$ cat config.mk
export PLATFORM = sky130hd
export DESIGN_NAME = apx_mult_err_monitor
export DESIGN_NICKNAME = d
export VERILOG_FILES = /design/src/rtl/apx_mult_err_monitor.sv
export SDC_FILE = /design/constraint.sdc
export NUM_CORES = 1
export LEC_CHECK = 0
export CORE_UTILIZATION = 45
export DETAILED_ROUTE_END_ITERATION = 7
export DONT_BUFFER_PORTS = 1
export MAX_ROUTING_LAYER = met4
export SYNTH_ARGS = -nofsm -noshare
export SYNTH_HDL_FRONTEND = slang
export SYNTH_SLANG_ARGS = --single-unit
$ cat constraint.sdc
create_clock -name clk -period 5.3 [get_ports clk]
set_input_delay 1.06 -clock clk [delete_from_list [all_inputs] [get_ports clk]]
set_output_delay 1.06 -clock clk [all_outputs]
set_load 0.01 [all_outputs]
$ cat src/rtl/apx_mult_err_monitor.sv
// Error statistics over a 2^WIN_LOG2-sample window, for an approximate 8x8 multiplier.
// A sample reaches the accumulators 2 edges after it is accepted; done rises 2 edges after the last accept.
// in_ready is high only in RUN while the window is not yet full; nothing upstream is ever stalled mid-window.
module apx_mult_err_monitor #(
    parameter int WIN_LOG2 = 10
) (
    input  logic                  clk,
    input  logic                  rst_n,
    input  logic                  start,
    input  logic                  in_valid,
    output logic                  in_ready,
    input  logic [7:0]            x,
    input  logic [7:0]            y,
    input  logic [15:0]           z_apx,
    output logic                  busy,
    output logic                  done,
    output logic [16+WIN_LOG2:0]  sum_err,
    output logic [15+WIN_LOG2:0]  sum_abs_err,
    output logic [15:0]           max_abs_err,
    output logic [7:0]            max_x,
    output logic [7:0]            max_y,
    output logic [WIN_LOG2:0]     err_cnt
);

    localparam int CW = WIN_LOG2 + 1;
    localparam logic [CW-1:0] WIN_N = {1'b1, {WIN_LOG2{1'b0}}};

    typedef enum logic [1:0] {
        IDLE  = 2'd0,
        RUN   = 2'd1,
        DRAIN = 2'd2,
        DONE  = 2'd3
    } state_t;

    typedef struct packed {
        logic [7:0]  x;
        logic [7:0]  y;
        logic [15:0] z;
    } s1_dat_t;

    typedef struct packed {
        logic [7:0]  x;
        logic [7:0]  y;
        logic [16:0] err;
        logic [15:0] abs_err;
    } s2_dat_t;

    state_t          state, state_nxt;
    logic [CW-1:0]   acc_cnt;
    logic            accept;
    logic            clear;

    logic            s1_vld;
    s1_dat_t         s1_dat;
    logic            s2_vld;
    s2_dat_t         s2_dat;

    logic [15:0]     exact_c;
    logic [16:0]     err_c;
    logic [16:0]     neg_c;
    logic [15:0]     abs_c;

    assign in_ready = (state == RUN) && (acc_cnt < WIN_N);
    assign accept   = in_valid && in_ready;
    assign clear    = start && ((state == IDLE) || (state == DONE));
    assign busy     = (state == RUN) || (state == DRAIN);
    assign done     = (state == DONE);

    always_ff @(posedge clk or negedge rst_n) begin
        if (!rst_n) begin
            state <= IDLE;
        end else begin
            state <= state_nxt;
        end
    end

    // DRAIN ends once S1 is empty: the S2 sample lands in the accumulators on that same edge.
    always_comb begin
        state_nxt = state;
        case (state)
            IDLE:    if (start) state_nxt = RUN;
            RUN:     if (accept && (acc_cnt == WIN_N - CW'(1))) state_nxt = DRAIN;
            DRAIN:   if (!s1_vld) state_nxt = DONE;
            DONE:    if (start) state_nxt = RUN;
            default: state_nxt = IDLE;
        endcase
    end

    always_ff @(posedge clk or negedge rst_n) begin
        if (!rst_n) begin
            acc_cnt <= '0;
        end else if (clear) begin
            acc_cnt <= '0;
        end else if (accept) begin
            acc_cnt <= acc_cnt + CW'(1);
        end
    end

    always_ff @(posedge clk or negedge rst_n) begin
        if (!rst_n) begin
            s1_vld <= 1'b0;
            s1_dat <= '0;
        end else begin
            s1_vld <= accept;
            if (accept) begin
                s1_dat <= '{x: x, y: y, z: z_apx};
            end
        end
    end

    // Error is formed on 17 bits so z_apx - exact never wraps.
    always_comb begin
        exact_c = 16'(s1_dat.x) * 16'(s1_dat.y);
        err_c   = {1'b0, s1_dat.z} - {1'b0, exact_c};
        neg_c   = -err_c;
        abs_c   = err_c[16] ? neg_c[15:0] : err_c[15:0];
    end

    always_ff @(posedge clk or negedge rst_n) begin
        if (!rst_n) begin
            s2_vld <= 1'b0;
            s2_dat <= '0;
        end else begin
            s2_vld <= s1_vld;
            if (s1_vld) begin
                s2_dat <= '{x: s1_dat.x, y: s1_dat.y, err: err_c, abs_err: abs_c};
            end
        end
    end

    always_ff @(posedge clk or negedge rst_n) begin
        if (!rst_n) begin
            sum_err     <= '0;
            sum_abs_err <= '0;
            err_cnt     <= '0;
            max_abs_err <= '0;
            max_x       <= '0;
            max_y       <= '0;
        end else if (clear) begin
            sum_err     <= '0;
            sum_abs_err <= '0;
            err_cnt     <= '0;
            max_abs_err <= '0;
            max_x       <= '0;
            max_y       <= '0;
        end else if (s2_vld) begin
            sum_err     <= sum_err + {{WIN_LOG2{s2_dat.err[16]}}, s2_dat.err};
            sum_abs_err <= sum_abs_err + {{WIN_LOG2{1'b0}}, s2_dat.abs_err};
            err_cnt     <= err_cnt + {{WIN_LOG2{1'b0}}, (s2_dat.err != 17'd0)};
            // Strictly greater: on a tie the earliest sample keeps its operands.
            if (s2_dat.abs_err > max_abs_err) begin
                max_abs_err <= s2_dat.abs_err;
                max_x       <= s2_dat.x;
                max_y       <= s2_dat.y;
            end
        end
    end

endmodule

==> key figures <==
Cells and area
  • Footprint of the multi-input gates: between 7000 and 8000 um^2
  • Final nets: approximately 1700
  • Sequential Area: 4780 um^2
  • Design Area, Final: between 15000 and 20000 um^2
  • Area delta synth->final: 13.6%
  • Final cell count without fillers: ~1900
  • Most frequent cells in the layout: 188 x dfrtp_1, 130 x inv_1, 125 x nand2_1
  • Fraction of layout cells with a size suffix above 1: 0.151
  • Commonest non-fill, non-tap cell in the layout: dfrtp_1
  • # diodes: 0
  • Fillers: between 2000 and 3000

GRT
  • Initial antenna violation count: 0
  • First-pass GRT wire length: around 52000 um
  • Largest net degree at the start of global routing: 192
  • Vias in the first global route: just under 10000
  • GRT Residual Overflow: 0
  • Total Routing Usage GR: 0.224

CTS
  • Bufs on Longest Clock Path: 2
  • Cts hold-fix bufs: 0
  • CTS tree: done
  • # H-tree levels: 4
  • CTS buffer count: 17
  • Total clock sinks: 191
  • Root buf cell: clkbuf_16
  • CTS clock-pin slew for the worst setup and hold paths: approximately 80 ps
  • Clock latency on the worst-skew pair: roughly 460 ps

STA
  • Tcrit/Tclk final: 1.01
  • Fin Hold WS: approximately 300 ps
  • Max Clock Skew: about 22 ps
  • Setup-failing EPs final: 1
  • Setup repair after global routing missed its margin: true
  • Max Clock Freq: 0.187 GHz
  • Setup TNS: -51.0 ps
  • Pins Over Slew Limit: 0
  • Fin worst setup slack: -51.0 ps
  • Final worst path period need: 5350 ps
  • Worst-margin pin slew: between 1000 and 1500 ps
  • Slew HR: 0.293
  • Final Hold Fails: 0

Synthesis
  • Yosys top cell by area: dfrtp_1
  • Fraction of registers with async set/reset: 1.00
  • Synthesized instance count: ~1400
  • Unique cell type count in the Yosys netlist: 66
  • Top-area cell type share of the netlist area: 0.360
  • Synth Net Count: between 1500 and 2000
  • Post-synth EDFFs: 0
  • Synth Warn #: 0
  • Post-Syn Area: approximately 13000 um^2
  • Syn Area/Cell: around 9.3 um^2
  • Top_reg_cell synth: dfrtp_1
  • Largest cells by area after synthesis: dfrtp_1 36%, ha_1 10%, fa_1 7.7%
  • Seq cells post-synth: about 190
  • Seq/Total Area, Yosys: 0.360

Place
  • Detailed placer's ending HPWL: approximately 24000 um
  • IO buf count: 0
  • Placer Congestion: approximately 0.88
  • Placed cell areas: between 10000 and 15000 um^2
  • Placed insts: around 1800

Detailed routing
  • DRC viols: 0
  • Post-DR wirelength/cell: between 15 and 20 um
  • DR pass1 iterations: 5
  • Routed Antenna Nets: 0
  • First-iteration detailed-routing DRC count: about 540
  • Drt total wl: about 32000 um
  • Routed vias: just over 10000
  • DR vias/cell: approximately 5.4

Setup path
  • R2R Path Start: s1_dat[29]$_DFFE_PN0P_
  • Cell family with most CP delay: adder cells
  • Startpoint types: flip-flop
  • Cell Chain, Critical Path: and2_4, fa_1, inv_2, fa_1, fa_1, inv_1, fa_1, inv_2, ha_4, a21oi_4, o211ai_1, or4b_1, o211a_1, a211o_1, or3_4, o41ai_4, xor2_1, mux2_4
  • Cell depth of the worst flop-to-flop path: 18
  • Worst EP required: about 5600 ps
  • FF-to-FF setup slack: -50 ps
  • Largest fanout on the critical path: 5
  • Kind of critical path: flip-flop to flip-flop
  • Arr. time, crit path: ~5700 ps
  • CP max stage delay: 560 ps
  • CP max stage cell: or4b_1
  • CP dominant cell by count: fa_1
  • Critical path endpoint category: flip-flop
  • Reg2reg end: s2_dat[15]$_DFFE_PN0P_
  • CP bufs+invs: 3

Floorplan
  • Die Area: a little over 30000 um^2
  • Core Area: a little under 30000 um^2
  • Site Rows: 62
  • Die X-Extent: 174 um
  • Initial Utilization: 0.460
  • Die H: between 150 and 200 um
  • I/O Pins: 135

Outcome
  • Failing checks: negative setup slack
  • Status: complete, but fails checks

Run
  • Max cap viols: 0

Worst hold path
  • HP Class: input pin to asynchronous set/reset pin
==> kinds of logic after synthesis <==
kind of cell    count (synthesis)  share of synthesized area
buf+inv                       202                     0.0574
xor+xnor                       66                     0.0436
compound gates                290                      0.137
simple gates                  446                      0.165
mux                            73                     0.0597
flops                         191                      0.360
fa+ha+maj                     157                      0.177
==> routing by layer <==
layer  part of all wire  global-route usage  routed length (um)
met1               0.46               0.283               14700
met2               0.47               0.358               14900
met4              0.021              0.0654                 666
met3              0.044              0.0531                1400
met5                  0                   -                   0
==> layout make-up <==
class	count	share of cell area
Sequential cell	191	0.317
Clock buffer	17	0.0282
Inverter	136	0.0339
Multi-Input combinational cell	1032	0.530
Clock inverter	15	0.0106
Timing Repair Buffer	95	0.0481
Tap cell	384	0.0319
==> cell usage after synthesis, types with 4 or more instances <==
library cell	instances
nand3_1	49
nor4b_1	6
buf_1	13
nor3_1	26
inv_1	135
o21ai_0	96
o211ai_1	7
xor2_1	33
and2_1	36
mux2i_1	24
clkbuf_1	51
o21a_1	15
nand2_1	127
nor4_1	9
nor2_1	105
a21o_1	24
xnor2_1	33
nand3b_1	4
and3_1	8
nor2b_1	10
or3_1	14
fa_1	51
nand4b_1	10
mux2_2	49
dfrtp_1	191
o31ai_1	10
and4_1	4
a21oi_1	71
a211oi_1	13
nand4_1	19
nor3b_1	5
nand2b_1	7
a221oi_1	4
ha_1	106
a21boi_0	5
a31oi_1	9
==> worst max path at each step <==
stage | cells after the start | start | slack, ps | endpoint
6_report | 18 | s1_dat[29]$_DFFE_PN0P_ | -50 | s2_dat[15]$_DFFE_PN0P_
5_1_grt | 18 | s1_dat[17]$_DFFE_PN0P_ | -210 | s2_dat[15]$_DFFE_PN0P_
4_1_cts | 18 | s1_dat[28]$_DFFE_PN0P_ | -60 | s2_dat[15]$_DFFE_PN0P_
3_5_place_dp | 21 | s1_dat[28]$_DFFE_PN0P_ | -160 | s2_dat[14]$_DFFE_PN0P_
3_3_place_gp | 18 | s1_dat[29]$_DFFE_PN0P_ | -70 | s2_dat[15]$_DFFE_PN0P_
2_1_floorplan | 20 | s1_dat[29]$_DFFE_PN0P_ | -90 | s2_dat[15]$_DFFE_PN0P_
==> registers in the layout, summed over array words and instances, names as in the netlist <==
name         count
err_cnt         11
acc_cnt         11
sum_err         27
max_x            8
s2_dat          48
s2_vld           1
max_y            8
sum_abs_err     26
s1_vld           1
s1_dat          32
state            2
max_abs_err     16
==> stage by stage <==
stage / worst slack, ps / util
2_1_floorplan: -87.2 / -
3_3_place_gp: -69.0 / 0.491
3_5_place_dp: -158 / 0.491
4_1_cts: -57.5 / 0.519
5_1_grt: -210 / 0.522
6_report: -51.0 / 0.522
==> timing repair <==
action	in CTS	in global routing
gates resized for setup	28	19
pin swaps	9	16
endpoints found under the hold margin	0	0
buffers inserted	8	1
gates cloned	0	0
setup endpoints to repair	15	16
Power is not shown: default switching activity piles up to over one toggle a cycle in this logic, so the estimate is an artifact.
